--- config.mk ---
export PLATFORM = sky130hd
export DESIGN_NAME = robo_cmd_scheduler_flat
export DESIGN_NICKNAME = d
export VERILOG_FILES = /design/src/rtl/robo_cmd_if.sv /design/src/rtl/robo_cmd_scheduler.sv /design/src/flat_wrapper.sv
export SDC_FILE = /design/constraint.sdc
export NUM_CORES = 1
export LEC_CHECK = 0
export CORE_AREA = 2 2 62 64
export DETAILED_ROUTE_END_ITERATION = 16
export DIE_AREA = 0 0 64 66
export GPL_ROUTABILITY_DRIVEN = 0
export PLACE_DENSITY = 0.8
export SYNTH_ARGS = -nofsm -noshare
export SYNTH_HDL_FRONTEND = slang
export SYNTH_SLANG_ARGS = --single-unit
--- constraint.sdc ---
create_clock -name clock -period 2.9 [get_ports clock]
set_clock_uncertainty 0.05 [all_clocks]
set_input_delay 0.87 -clock clock [delete_from_list [all_inputs] [get_ports clock]]
set_output_delay 0.87 -clock clock [all_outputs]
set_load 0.02 [all_outputs]
--- src/rtl/robo_cmd_if.sv ---
// robo_cmd_if: request handshakes, abort and actuator/status bundle of robo_cmd_scheduler.
interface robo_cmd_if #(parameter int CNT_W = 4);
  logic nav_valid;
  logic [1:0] nav_cmd;
  logic nav_ready;
  logic man_valid;
  logic [1:0] man_cmd;
  logic man_ready;
  logic man_stop;
  logic motor_fwd;
  logic motor_rot;
  logic arm_on;
  logic dump_on;
  logic busy;
  logic bin_full;
  logic [CNT_W-1:0] trash_count;
  modport master (
    output nav_valid, nav_cmd, man_valid, man_cmd, man_stop,
    input nav_ready, man_ready, motor_fwd, motor_rot, arm_on, dump_on, busy, bin_full, trash_count
  );
  modport slave (
    input nav_valid, nav_cmd, man_valid, man_cmd, man_stop,
    output nav_ready, man_ready, motor_fwd, motor_rot, arm_on, dump_on, busy, bin_full, trash_count
  );
endinterface

--- src/rtl/robo_cmd_scheduler.sv ---
// robo_cmd_scheduler: arbitrates nav/manual drive commands, times actuator pulses, counts trash.
// Define BIN_DUMP_EN to add the automatic bin-dump sequence when the bin fills.
module robo_cmd_scheduler #(
  parameter int ADV_CYCLES = 8,
  parameter int TURN_CYCLES = 4,
  parameter int COLLECT_CYCLES = 6,
  parameter int DUMP_CYCLES = 10,
  parameter int BIN_CAP = 5,
  parameter int CNT_W = 4
) (
  input logic clock,
  input logic reset,
  robo_cmd_if.slave bus
);
  typedef enum logic [1:0] {IDLE, RUN, DUMP} state_t;
  localparam int TW = 16;
  localparam logic [CNT_W-1:0] CAP = CNT_W'(BIN_CAP);
`ifdef BIN_DUMP_EN
  localparam bit DUMP_EN = 1'b1;
`else
  localparam bit DUMP_EN = 1'b0;
`endif
  state_t state, state_n;
  logic [1:0] cmd, cmd_n, req;
  logic [TW-1:0] timer, timer_n;
  logic [CNT_W-1:0] count_n;
  function automatic logic [TW-1:0] load(input logic [1:0] c);
    return c == 2'b01 ? TW'(ADV_CYCLES - 1) : c == 2'b10 ? TW'(TURN_CYCLES - 1) : TW'(COLLECT_CYCLES - 1);
  endfunction
  assign bus.man_ready = state == IDLE;
  assign bus.nav_ready = state == IDLE && !bus.man_valid;
  assign req = bus.man_valid && bus.man_ready ? bus.man_cmd :
               bus.nav_valid && bus.nav_ready ? bus.nav_cmd : 2'b00;
  always_comb begin
    state_n = state;
    cmd_n = cmd;
    timer_n = timer;
    count_n = bus.trash_count;
    if (state == IDLE) begin
      if (req != 2'b00) begin
        state_n = RUN;
        cmd_n = req;
        timer_n = load(req);
      end
    end else if (state == RUN) begin
      if (bus.man_stop) state_n = IDLE;
      else if (timer == '0) begin
        state_n = IDLE;
        if (cmd == 2'b11 && bus.trash_count != CAP) count_n = bus.trash_count + 1'b1;
        if (DUMP_EN && cmd == 2'b11 && count_n == CAP) begin
          state_n = DUMP;
          timer_n = TW'(DUMP_CYCLES - 1);
        end
      end else timer_n = timer - 1'b1;
    end else begin
      if (timer == '0) begin
        state_n = IDLE;
        count_n = '0;
      end else timer_n = timer - 1'b1;
    end
  end
  always_ff @(posedge clock or posedge reset) begin
    if (reset) begin
      state <= IDLE;
      cmd <= 2'b00;
      timer <= '0;
      bus.motor_fwd <= 1'b0;
      bus.motor_rot <= 1'b0;
      bus.arm_on <= 1'b0;
      bus.dump_on <= 1'b0;
      bus.busy <= 1'b0;
      bus.bin_full <= 1'b0;
      bus.trash_count <= '0;
    end else begin
      state <= state_n;
      cmd <= cmd_n;
      timer <= timer_n;
      bus.motor_fwd <= state_n == RUN && cmd_n == 2'b01;
      bus.motor_rot <= state_n == RUN && cmd_n == 2'b10;
      bus.arm_on <= state_n == RUN && cmd_n == 2'b11;
      bus.dump_on <= DUMP_EN && state_n == DUMP;
      bus.busy <= state_n != IDLE;
      bus.bin_full <= count_n == CAP;
      bus.trash_count <= count_n;
    end
  end
endmodule

--- src/flat_wrapper.sv ---
// flat-port wrapper written by rule: the top's interface ports become plain ports
module robo_cmd_scheduler_flat 
#(
  parameter int ADV_CYCLES = 8,
  parameter int TURN_CYCLES = 4,
  parameter int COLLECT_CYCLES = 6,
  parameter int DUMP_CYCLES = 10,
  parameter int BIN_CAP = 5,
  parameter int CNT_W = 4
)
  (clock, reset, bus_nav_valid, bus_nav_cmd, bus_man_valid, bus_man_cmd, bus_man_stop, bus_nav_ready, bus_man_ready, bus_motor_fwd, bus_motor_rot, bus_arm_on, bus_dump_on, bus_busy, bus_bin_full, bus_trash_count);
  robo_cmd_if #(.CNT_W(CNT_W)) bus_i ();
  input logic clock;
  input logic reset;
  input wire logic [$bits(bus_i.nav_valid)-1:0] bus_nav_valid;
  input wire logic [$bits(bus_i.nav_cmd)-1:0] bus_nav_cmd;
  input wire logic [$bits(bus_i.man_valid)-1:0] bus_man_valid;
  input wire logic [$bits(bus_i.man_cmd)-1:0] bus_man_cmd;
  input wire logic [$bits(bus_i.man_stop)-1:0] bus_man_stop;
  output wire logic [$bits(bus_i.nav_ready)-1:0] bus_nav_ready;
  output wire logic [$bits(bus_i.man_ready)-1:0] bus_man_ready;
  output wire logic [$bits(bus_i.motor_fwd)-1:0] bus_motor_fwd;
  output wire logic [$bits(bus_i.motor_rot)-1:0] bus_motor_rot;
  output wire logic [$bits(bus_i.arm_on)-1:0] bus_arm_on;
  output wire logic [$bits(bus_i.dump_on)-1:0] bus_dump_on;
  output wire logic [$bits(bus_i.busy)-1:0] bus_busy;
  output wire logic [$bits(bus_i.bin_full)-1:0] bus_bin_full;
  output wire logic [$bits(bus_i.trash_count)-1:0] bus_trash_count;
  assign bus_i.nav_valid = bus_nav_valid;
  assign bus_i.nav_cmd = bus_nav_cmd;
  assign bus_i.man_valid = bus_man_valid;
  assign bus_i.man_cmd = bus_man_cmd;
  assign bus_i.man_stop = bus_man_stop;
  assign bus_nav_ready = bus_i.nav_ready;
  assign bus_man_ready = bus_i.man_ready;
  assign bus_motor_fwd = bus_i.motor_fwd;
  assign bus_motor_rot = bus_i.motor_rot;
  assign bus_arm_on = bus_i.arm_on;
  assign bus_dump_on = bus_i.dump_on;
  assign bus_busy = bus_i.busy;
  assign bus_bin_full = bus_i.bin_full;
  assign bus_trash_count = bus_i.trash_count;
  robo_cmd_scheduler #(.ADV_CYCLES(ADV_CYCLES), .TURN_CYCLES(TURN_CYCLES), .COLLECT_CYCLES(COLLECT_CYCLES), .DUMP_CYCLES(DUMP_CYCLES), .BIN_CAP(BIN_CAP), .CNT_W(CNT_W)) u_core (.clock(clock), .reset(reset), .bus(bus_i));
endmodule
### Yosys cells after proc, flatten, opt, wreduce, memory -nomap -nowiden

Cells that the tools add are included.

| word-level totals | value |
|---|---|
| flip-flop bits (word level) | 29 |
| input bits | 9 |
| output and inout bits | 12 |
| logic and storage cells | 58 |

| cells by class | value |
|---|---|
| add/subtract/negate cells | 2 |
| equality and inequality tests | 12 |
| muxes and demuxes | 22 |
| reductions and logical operators | 13 |

Operator list:

| kind | count |
|---|---|
| $mux W16 | 6 |
| $mux W4 | 6 |
| $mux W2 | 9 |
| $logic_not A16 Y1 | 1 |
| $sub A16 B1 Y16 const B | 1 |
| $eq A2 B1 Y1 const B | 4 |
| $eq A2 B2 Y1 const B | 4 |
| $logic_and A1 B1 Y1 | 7 |
| $add A4 B1 Y4 const B | 1 |
| $eq A4 B3 Y1 const B | 1 |
| $ne A4 B3 Y1 const B | 1 |
| $reduce_bool A2 Y1 | 2 |
| $mux W3 | 1 |
| $ne A3 B2 Y1 const B | 1 |
| $logic_not A2 Y1 | 1 |
| $ne A2 B2 Y1 const B | 1 |
| $reduce_and A2 Y1 | 1 |
| $logic_not A1 Y1 | 1 |

### Logic depth before layout (Yosys ltp)

Gate-level depths: netlist of run 1.

| logic depth | value |
|---|---|
| word-level depth | 10 |
| gate-level depth with buffers | 8 |
| gate-level depth less buffers | 7 |

### Worst setup path after synthesis of run 1

Ideal clock, no wire load.

| path | value |
|---|---|
| kind | flip-flop to flip-flop |
| start | register u_core.timer[0] |
| end | register u_core.timer[12] |
| setup time | 0.078 ns |
| arrival | 2.437 ns |
| required time | 2.772 ns |
| setup slack | 0.336 ns |
| cell stages (with the launch flop) | 8 |
| path buffers | 0 |
| period minus slack after synthesis | 2.564 ns |
| path through | dfrtp_1 -> inv_1 -> ha_1 -> or3b_2 -> or3_4 -> a31oi_1 -> or4b_2 -> a21oi_1 |

| between the ends | value |
|---|---|
| cells in the longest elaborated chain, start to end | 5 |
| elaborated cells between the ends (all ways) | 6 |
| classes of those cells | add/sub (1); mux (4); reduce/logical (1) |

Ends and longest elaborated chain:

| element | line | RTL |
|---|---|---|
| start, declared | robo_cmd_scheduler.sv:25 | `logic [TW-1:0] timer, timer_n;` |
| start signal, assigned | robo_cmd_scheduler.sv:77 | `timer <= timer_n;` |
| $sub A16 B1 Y16 or $logic_not A16 Y1 (tied branches) | - |  |
| $mux W16 (*) | robo_cmd_scheduler.sv:47, robo_cmd_scheduler.sv:56 |  |
| $mux W16 | robo_cmd_scheduler.sv:46 | `if (bus.man_stop) state_n = IDLE;` |
| $mux W16 (*) | robo_cmd_scheduler.sv:45 | `end else if (state == RUN) begin` |
| $mux W16 (*) | robo_cmd_scheduler.sv:39 | `if (state == IDLE) begin` |

Mark *: on every way between the ends. The rest lies on a longest branch, timed or not. The select of a mux whose other input is x is not followed.
A chain may end at the register's enable or synchronous reset.

### Worst setup path after layout of run 1

| path | value |
|---|---|
| start | input port bus_man_valid |
| end | output port bus_nav_ready |

| between the ends | value |
|---|---|
| cells in the longest elaborated chain, start to end | 2 |

Ends and longest elaborated chain:

| element | line | RTL |
|---|---|---|
| start, declared | flat_wrapper.sv:17 | `input wire logic [$bits(bus_i.man_valid)-1:0] bus_man_valid;` |
| $logic_not A1 Y1 | robo_cmd_scheduler.sv:31 | `assign bus.nav_ready = state == IDLE && !bus.man_valid;` |
| $logic_and A1 B1 Y1 | robo_cmd_scheduler.sv:31 |  |
| end, declared | flat_wrapper.sv:20 | `output wire logic [$bits(bus_i.nav_ready)-1:0] bus_nav_ready;` |

No other way between the ends.

==> results of run 1 <==
## Yosys cell counts (2+ instances only)
cell type | count | area (µm²)
nand3_1 | 6 | 30.0
mux2i_1 | 5 | 50.1
or3_4 | 2 | 22.5
ha_1 | 3 | 37.5
nand2_1 | 20 | 75.1
nor2_1 | 12 | 45.0
inv_1 | 12 | 45.0
and2_1 | 2 | 12.5
nand4b_1 | 2 | 17.5
o21ai_0 | 12 | 60.1
a21oi_1 | 12 | 60.1
clkbuf_1 | 5 | 18.8
a31oi_1 | 2 | 12.5
nand2b_1 | 4 | 25.0
nor4_1 | 2 | 12.5
o211ai_1 | 2 | 15.0
nor2b_1 | 2 | 12.5
buf_4 | 3 | 22.5
nand3b_1 | 7 | 52.6
or4_1 | 7 | 52.6
dfrtp_1 | 29 | 726
o31ai_1 | 4 | 30.0
or3_1 | 5 | 31.3
nor3_1 | 2 | 10.0
a21o_1 | 2 | 15.0
o2111ai_1 | 2 | 17.5
## power by group
part	switching [mW]	internal (mW)	leakage [nW]
Clock	0.144	0.206	0.0455
Sequential	0.101	0.511	0.362
Combinational	0.495	0.367	0.581
Total	0.740	1.08	0.988
## registers in the layout (all words and copies together) (netlist names)
register                flops
u_core.bus.busy             1
u_core.state                2
u_core.bus.bin_full         1
u_core.bus.arm_on           1
u_core.bus.motor_rot        1
u_core.bus.trash_count      4
u_core.cmd                  2
u_core.bus.motor_fwd        1
u_core.timer               16
## path summary, 6_finish.rpt
kind                            slack [ns]                   endpoint  cells after the start
worst max-delay path                  0.27              bus_nav_ready                      3
worst min-delay path                  0.49            u_core.timer[8]                      2
worst max register to register        0.27           u_core.timer[12]                      7
worst min register to register        0.49            u_core.timer[8]                      2
max in group asynchronous             1.68            u_core.timer[0]                      3
min in group asynchronous             0.85  u_core.bus.trash_count[2]                      3
## area by class of cell
class | count | area, µm²
fillers | 306 | 1420
multi-input cells | 140 | 906
flip-flops and latches | 29 | 726
repair buffers | 35 | 312
well taps | 48 | 60.1
clock buffers | 7 | 55.1
inverters | 12 | 45.0
clock inverters | 1 | 30.0
## cell families (layout without fill, tap and decap cells)
| family | count (synthesis) | in the layout | synth area share |
|---|---|---|---|
| flip-flops | 29 | 29 | 0.421 |
| AND/OR/NAND/NOR | 81 | 81 | 0.275 |
| buffers and inverters | 21 | 55 | 0.0530 |
| adder cells (fa/ha/maj) | 3 | 3 | 0.0218 |
| AO/OA/AOI/OAI | 49 | 49 | 0.192 |
| multiplexers | 6 | 6 | 0.0356 |
| other | 1 | 1 | 0.00218 |
## cells in the final DEF (no fill, tap or decap), types with 7 or more instances in the layout
cell type and instances:
dfrtp_1 29, or4_1 7, nand2_1 20, o21ai_0 12, inv_1 12, nand3b_1 7, clkdlybuf4s50_1 17, a21oi_1 12
buf_4 16, nor2_1 12
## per-stage QoR
stage | power [mW] | TNS (ns) | worst slack (ns) | hold WS [ns] | utilization
after global placement | 1.45 | -0.0490 | -0.0377 | 0.472 | 0.576
after CTS | 1.82 | 0 | 0.0194 | 0.498 | 0.600
after detailed placement | 1.47 | -0.0707 | -0.0574 | 0.483 | 0.576
final | 1.82 | 0 | 0.265 | 0.494 | 0.601
after global routing | 1.97 | 0 | 0.145 | 0.541 | 0.601
after floorplan | 1.22 | 0 | 0.336 | 0.457 | -
## worst max-delay path, stage by stage
cell and delay [ns]:
clkdlybuf4s50_1 0.42, nor2_1 0.09, dlygate4sd2_1 0.33
## layer usage
| layer | vias to the layer above | track usage | part of all wire |
|---|---|---|---|
| met5 | - | 0 | 0 |
| met4 | 0 | 0.0734 | 0.013 |
| met3 | 7 | 0.0545 | 0.041 |
| met2 | 41 | 0.354 | 0.50 |
| met1 | 771 | 0.260 | 0.45 |
| li1 | 766 | - | - |
==> results.md, run 1 <==
- Outcome: completed
- CP required: 1.98 ns
- I/O Pins: 21
- Hold Crit Start: u_core.timer[8]
- Peak supply drop: 0.000418 V
- Worst slew pin tran: 0.540 ns
- Post-DP HPWL: 2860 µm
- Height of the die: 66 µm
- Clk_lat worst skew: 0.33 ns
- Final period util: 0.908
- Post-Syn Area per Cell: 9.07 µm²
- WP data arrival: 1.71 ns
- Critical Path End Type: output pin
- Clock transition at path regs: 0.09 ns
- Pre-antenna DRT Iters: 4
- Final instance area: 2130 µm²
- Max-Cap Viols: 0
- Initial core utilization: 0.485
- Count of port buffers added during placement: 19
- Drt total wl: 3940 µm
- Layout cell share with drive strength beyond 1: 0.143
- First-pass GRT wire length: 6890 µm
- Crit Path Class: in -> out
- Crit Path Max Fanout: 2
- Final Non-Filler Cells: 272
- Placed instance area: 2050 µm²
- Seq cells post-synth: 29
- GR Overflow Total: 0
- CTS max path bufs: 2
- Crit path time final: 2.63 ns
- Cell count after synthesis: 190
- Sink Count: 29
- Nets: 235
- Initial antenna violation count: 0
- Cells resized by post-CTS repair: 1
- Most used flip-flop cell after synthesis: dfrtp_1
- Worst R2R Start: u_core.timer[0]
- DR WL/cell: 14.5 µm
- Worst setup SP type: input port
- Num CTS Buffers: 5
- Number of global-route vias before repair: 1502
- # setup viols final: 0
- Slew margin rel.: 0.635
- DIE WIDTH: 64 µm
- Via count: 1585
- Post-synth EDFFs: 0
- Post-synth cell types: 50
- Final Max Tran Viols: 0
- Post-route ant nets: 0
- Synth Cell Area: 1720 µm²
- Lkg Pwr: 0.988 nW
- Pwr Density: 855 nW/µm²
- F_max: 380 MHz
- Number of cell rows: 22
- Crit path launch: bus_man_valid
- Cts hold-fix bufs: 0
- TritonCTS clock tree: yes
- DRC: 0
- Die ar.: 4220 µm²
- Worst hold path class: reg -> reg
- Total GRT Usage: 0.210
- Drt via density: 5.83
- ANT cells: 0
- Placed cell count: 264
- Drt first-iter violations: 102
- Syn. warnings: 0
- Core area: 3550 µm²
- Async S/R FF share, synth: 1.00
- Syn_nets: 202
- Post-CTS Setup Bufs: 0
- P&R area growth vs syn: 23.8%
- CTS H-tree lvls: 2
- Unrepaired setup endpoints after global routing: false
- Largest net degree at the start of global routing: 30
- Seq/Total Area, Yosys: 0.421
- Clk root buf: clkbuf_4
- Final Hold Vio Count: 0
Note: power is estimated with default switching activity, not from simulation.
==> inputs of run 2 (changes only) <==
--- a/config.mk
+++ b/config.mk
@@ -5,11 +5,12 @@
 export SDC_FILE = /design/constraint.sdc
 export NUM_CORES = 1
 export LEC_CHECK = 0
-export CORE_AREA = 2 2 62 64
+export ABC_AREA = 1
+export CORE_AREA = 2 2 88 90
 export DETAILED_ROUTE_END_ITERATION = 16
-export DIE_AREA = 0 0 64 66
+export DIE_AREA = 0 0 90 92
 export GPL_ROUTABILITY_DRIVEN = 0
-export PLACE_DENSITY = 0.8
+export PLACE_DENSITY = 0.5
 export SYNTH_ARGS = -nofsm -noshare
 export SYNTH_HDL_FRONTEND = slang
 export SYNTH_SLANG_ARGS = --single-unit
==> results.md, run 2 <==
- Crit Path Max Fanout: 2 (unchanged)
- Unrepaired setup endpoints after global routing: false
- Worst hold path class: reg -> reg
- Seq/Total Area, Yosys: 0.408 (-0.0136)
- Die ar.: 8280 µm² (+96%)
- Final instance area: 2250 µm² (+5.7%)
- P&R area growth vs syn: 26.6%
- TritonCTS clock tree: yes
- Most frequent cells in the layout: 65 x nand2_1, 33 x nor2_1, 29 x inv_1, 29 x dfrtp_1, 18 x clkdlybuf4s50_1
- F_max: 379 MHz (about the same)
- Outcome: completed
- Via count: 1445 (-8.8%)
- Slowest CP cell: clkdlybuf4s50_1
- Crit-path max cell delay: 0.42 ns (about the same)
- Cts hold-fix bufs: 0 (unchanged)
- # setup viols final: 0 (unchanged)
- DRC: 0 (unchanged)
- Metal3 WL: 103 µm (-36%)
- WP data arrival: 1.72 ns (about the same)
- Max FFs per register: 16 (unchanged)
- Layout fillers: 813 (+170%)
- Nets: 271 (+15%)
- Most used flip-flop cell after synthesis: dfrtp_1
- Drt total wl: 3770 µm (-4.3%)
- Syn. warnings: 0 (unchanged)
- Placed instance area: 2120 µm² (+3.7%)
- Cell count after synthesis: 231 (+22%)
- Peak supply drop: 0.000265 V (-37%)
- Final period util: 0.909 (about the same)
- Max-Cap Viols: 0 (unchanged)
- Setup ws final: 0.263 ns (-0.00234 ns)
- Worst setup SP type: input port
- Synth Cell Area: 1780 µm² (+3.3%)
- Max layer used: met4
- Number of global-route vias before repair: 1495 (-0.47%)
- Crit Path Class: in -> out
- Num CTS Buffers: 5 (unchanged)
- Largest Register: u_core.timer
- I/O Pins: 21 (unchanged)
- Layout cell share with drive strength beyond 1: 0.165 (+0.0225)
- Sink Count: 29 (unchanged)
- CTS max path bufs: 2 (unchanged)
- Syn_nets: 243 (+20%)
- Initial core utilization: 0.239 (-0.246)
- Pre-CTS setup slack: -0.0320 ns (+0.0253 ns)
- Final Max Tran Viols: 0 (unchanged)
- Total GRT Usage: 0.104 (-0.107)
- Synth top cells by count: 65 x nand2_1, 33 x nor2_1, 29 x dfrtp_1, 29 x inv_1, 9 x nand3_1
- First-pass GRT wire length: 6920 µm (+0.39%)
- Biggest regs: u_core.timer x16, u_core.bus.trash_count x4
- DIE WIDTH: 90 µm (+41%)
- Worst-path cell chain: clkdlybuf4s50_1 > nor2_1 > dlygate4sd2_1
- Crit path time final: 2.64 ns (+0.00234 ns)
- Count of port buffers added during placement: 19 (unchanged)
- Hold_ws: 0.440 ns (-0.0540 ns)
- Metal-1 WL: 2010 µm (+14%)
- Met2 Wirelength: 1620 µm (-17%)
- CP required: 1.98 ns (about the same)
- Clk root buf: clkbuf_8
- Post-synth EDFFs: 0 (unchanged)
- Largest cells by area after synthesis: dfrtp_1 41%, nand2_1 14%, nor2_1 7.0%
- Largest net degree at the start of global routing: 30 (unchanged)
- Pwr Density: 1120 nW/µm² (+31%)
- ANT cells: 0 (unchanged)
- CTS H-tree lvls: 2 (unchanged)
- Number of cell rows: 32 (+45%)
- Most frequent cell after synthesis: nand2_1
- Post-route ant nets: 0 (unchanged)
- Drt via density: 3.99 (-31%)
- Async S/R FF share, synth: 1.00 (unchanged)
- Critical Path End Type: output pin
- CP top delay family: buffers and inverters
- Placed cell count: 354 (+34%)
- Height of the die: 92 µm (+39%)
- Post-DP HPWL: 2870 µm (+0.56%)
- Clk_lat worst skew: 0.28 ns (-0.05 ns)
- Post-Syn Area per Cell: 7.71 µm² (-15%)
- GR Overflow Total: 0 (unchanged)
- Seq cells post-synth: 29 (unchanged)
- Clock transition at path regs: 0.07 ns (-0.02 ns)
- Most common cell after layout, fill and taps aside: nand2_1
- Drt first-iter violations: 56 (-45%)
- Synth top area share: 0.408 (-0.0136)
- Cell taking the most area after synthesis: dfrtp_1
- Lkg Pwr: 1.13 nW (+14%)
- Worst path bufs/invs: 2 (unchanged)
- Final Non-Filler Cells: 362 (+33%)
- Final Hold Vio Count: 0 (unchanged)
- Pre-antenna DRT Iters: 4 (unchanged)
- DR WL/cell: 10.4 µm (-28%)
- Core area: 7450 µm² (+110%)
- Post-synth cell types: 31 (-38%)
- Initial antenna violation count: 0 (unchanged)
-- run 2: cell count changes after synthesis, sizes merged, moves of 7 or more --
cell,delta
a21oi,-10
inv,+20
nand2,+50
nand3b,-7
nand4,+10
nor2,+29
or3,-7
or4,-8
-- run 2: cell type report --
class / count / area [µm²] / share of cell area
Inverter: 32 / 120 / 0.0533
Clock inverter: 3 / 65.1 / 0.0289
Timing Repair Buffer: 25 / 246 / 0.109
Tap cell: 102 / 128 / 0.0566
Multi-Input combinational cell: 166 / 901 / 0.400
Sequential cell: 29 / 726 / 0.322
Clock buffer: 5 / 68.8 / 0.0305
-- run 2: path summary, 6_finish.rpt --
path | startpoint | end | slack [ns] | depth (start not counted)
max | bus_man_valid | bus_nav_ready | 0.26 | 3
min | u_core.timer[1] | u_core.timer[1] | 0.44 | 2
max reg2reg | u_core.timer[0] | u_core.timer[1] | 0.98 | 10
min reg2reg | u_core.timer[1] | u_core.timer[1] | 0.44 | 2
max in group asynchronous | reset | u_core.bus.motor_rot | 1.60 | 3
min in group asynchronous | reset | u_core.timer[14] | 0.90 | 3
-- run 2: power breakdown --
| group | total [mW] | internal, mW | switching (mW) |
|---|---|---|---|
| combinational | 1.34 | 0.504 | 0.838 |
| sequential | 0.677 | 0.554 | 0.124 |
| clock | 0.503 | 0.341 | 0.162 |
-- run 2: kinds of logic after synthesis --
family                     synth area share
xor gates and xnor gates             0.0443
other                               0.00211
and+or+nand+nor                       0.376
buffers and inverters                0.0864
DFF                                   0.408
AOI/OAI and AO/OA                    0.0625
adders and majority gates            0.0211
-- run 2: metrics by stage --
stage	total power, mW	TNS [ns]	utilization
floorplan	1.68	0	-
global placement	2.04	-0.0204	0.285
CTS	2.56	0	0.303
global route	2.78	0	0.303
detailed placement	2.04	-0.0320	0.285
finish	2.52	0	0.303
-- run 2: repair_timing --
item	CTS	global route
gates resized for setup	1	0
buffers inserted	0	0
setup endpoints to repair	1	0
-- run 2: layer usage --
layer,GRT usage,vias to the layer above
li1,-,779
met1,0.143,646
met2,0.160,15
met3,0.0247,5
met4,0.0346,0
met5,0,-
-- run 2: worst register-to-register path, cell delays in order (launching register included) --
cell and delay [ns]:
dfrtp_1 0.36, inv_1 0.13, ha_1 0.22, nand2_2 0.12
nor2_8 0.17, nand3_4 0.10, nand2_2 0.11, nand3_4 0.17
buf_4 0.21, o31ai_1 0.07, nand2_1 0.08
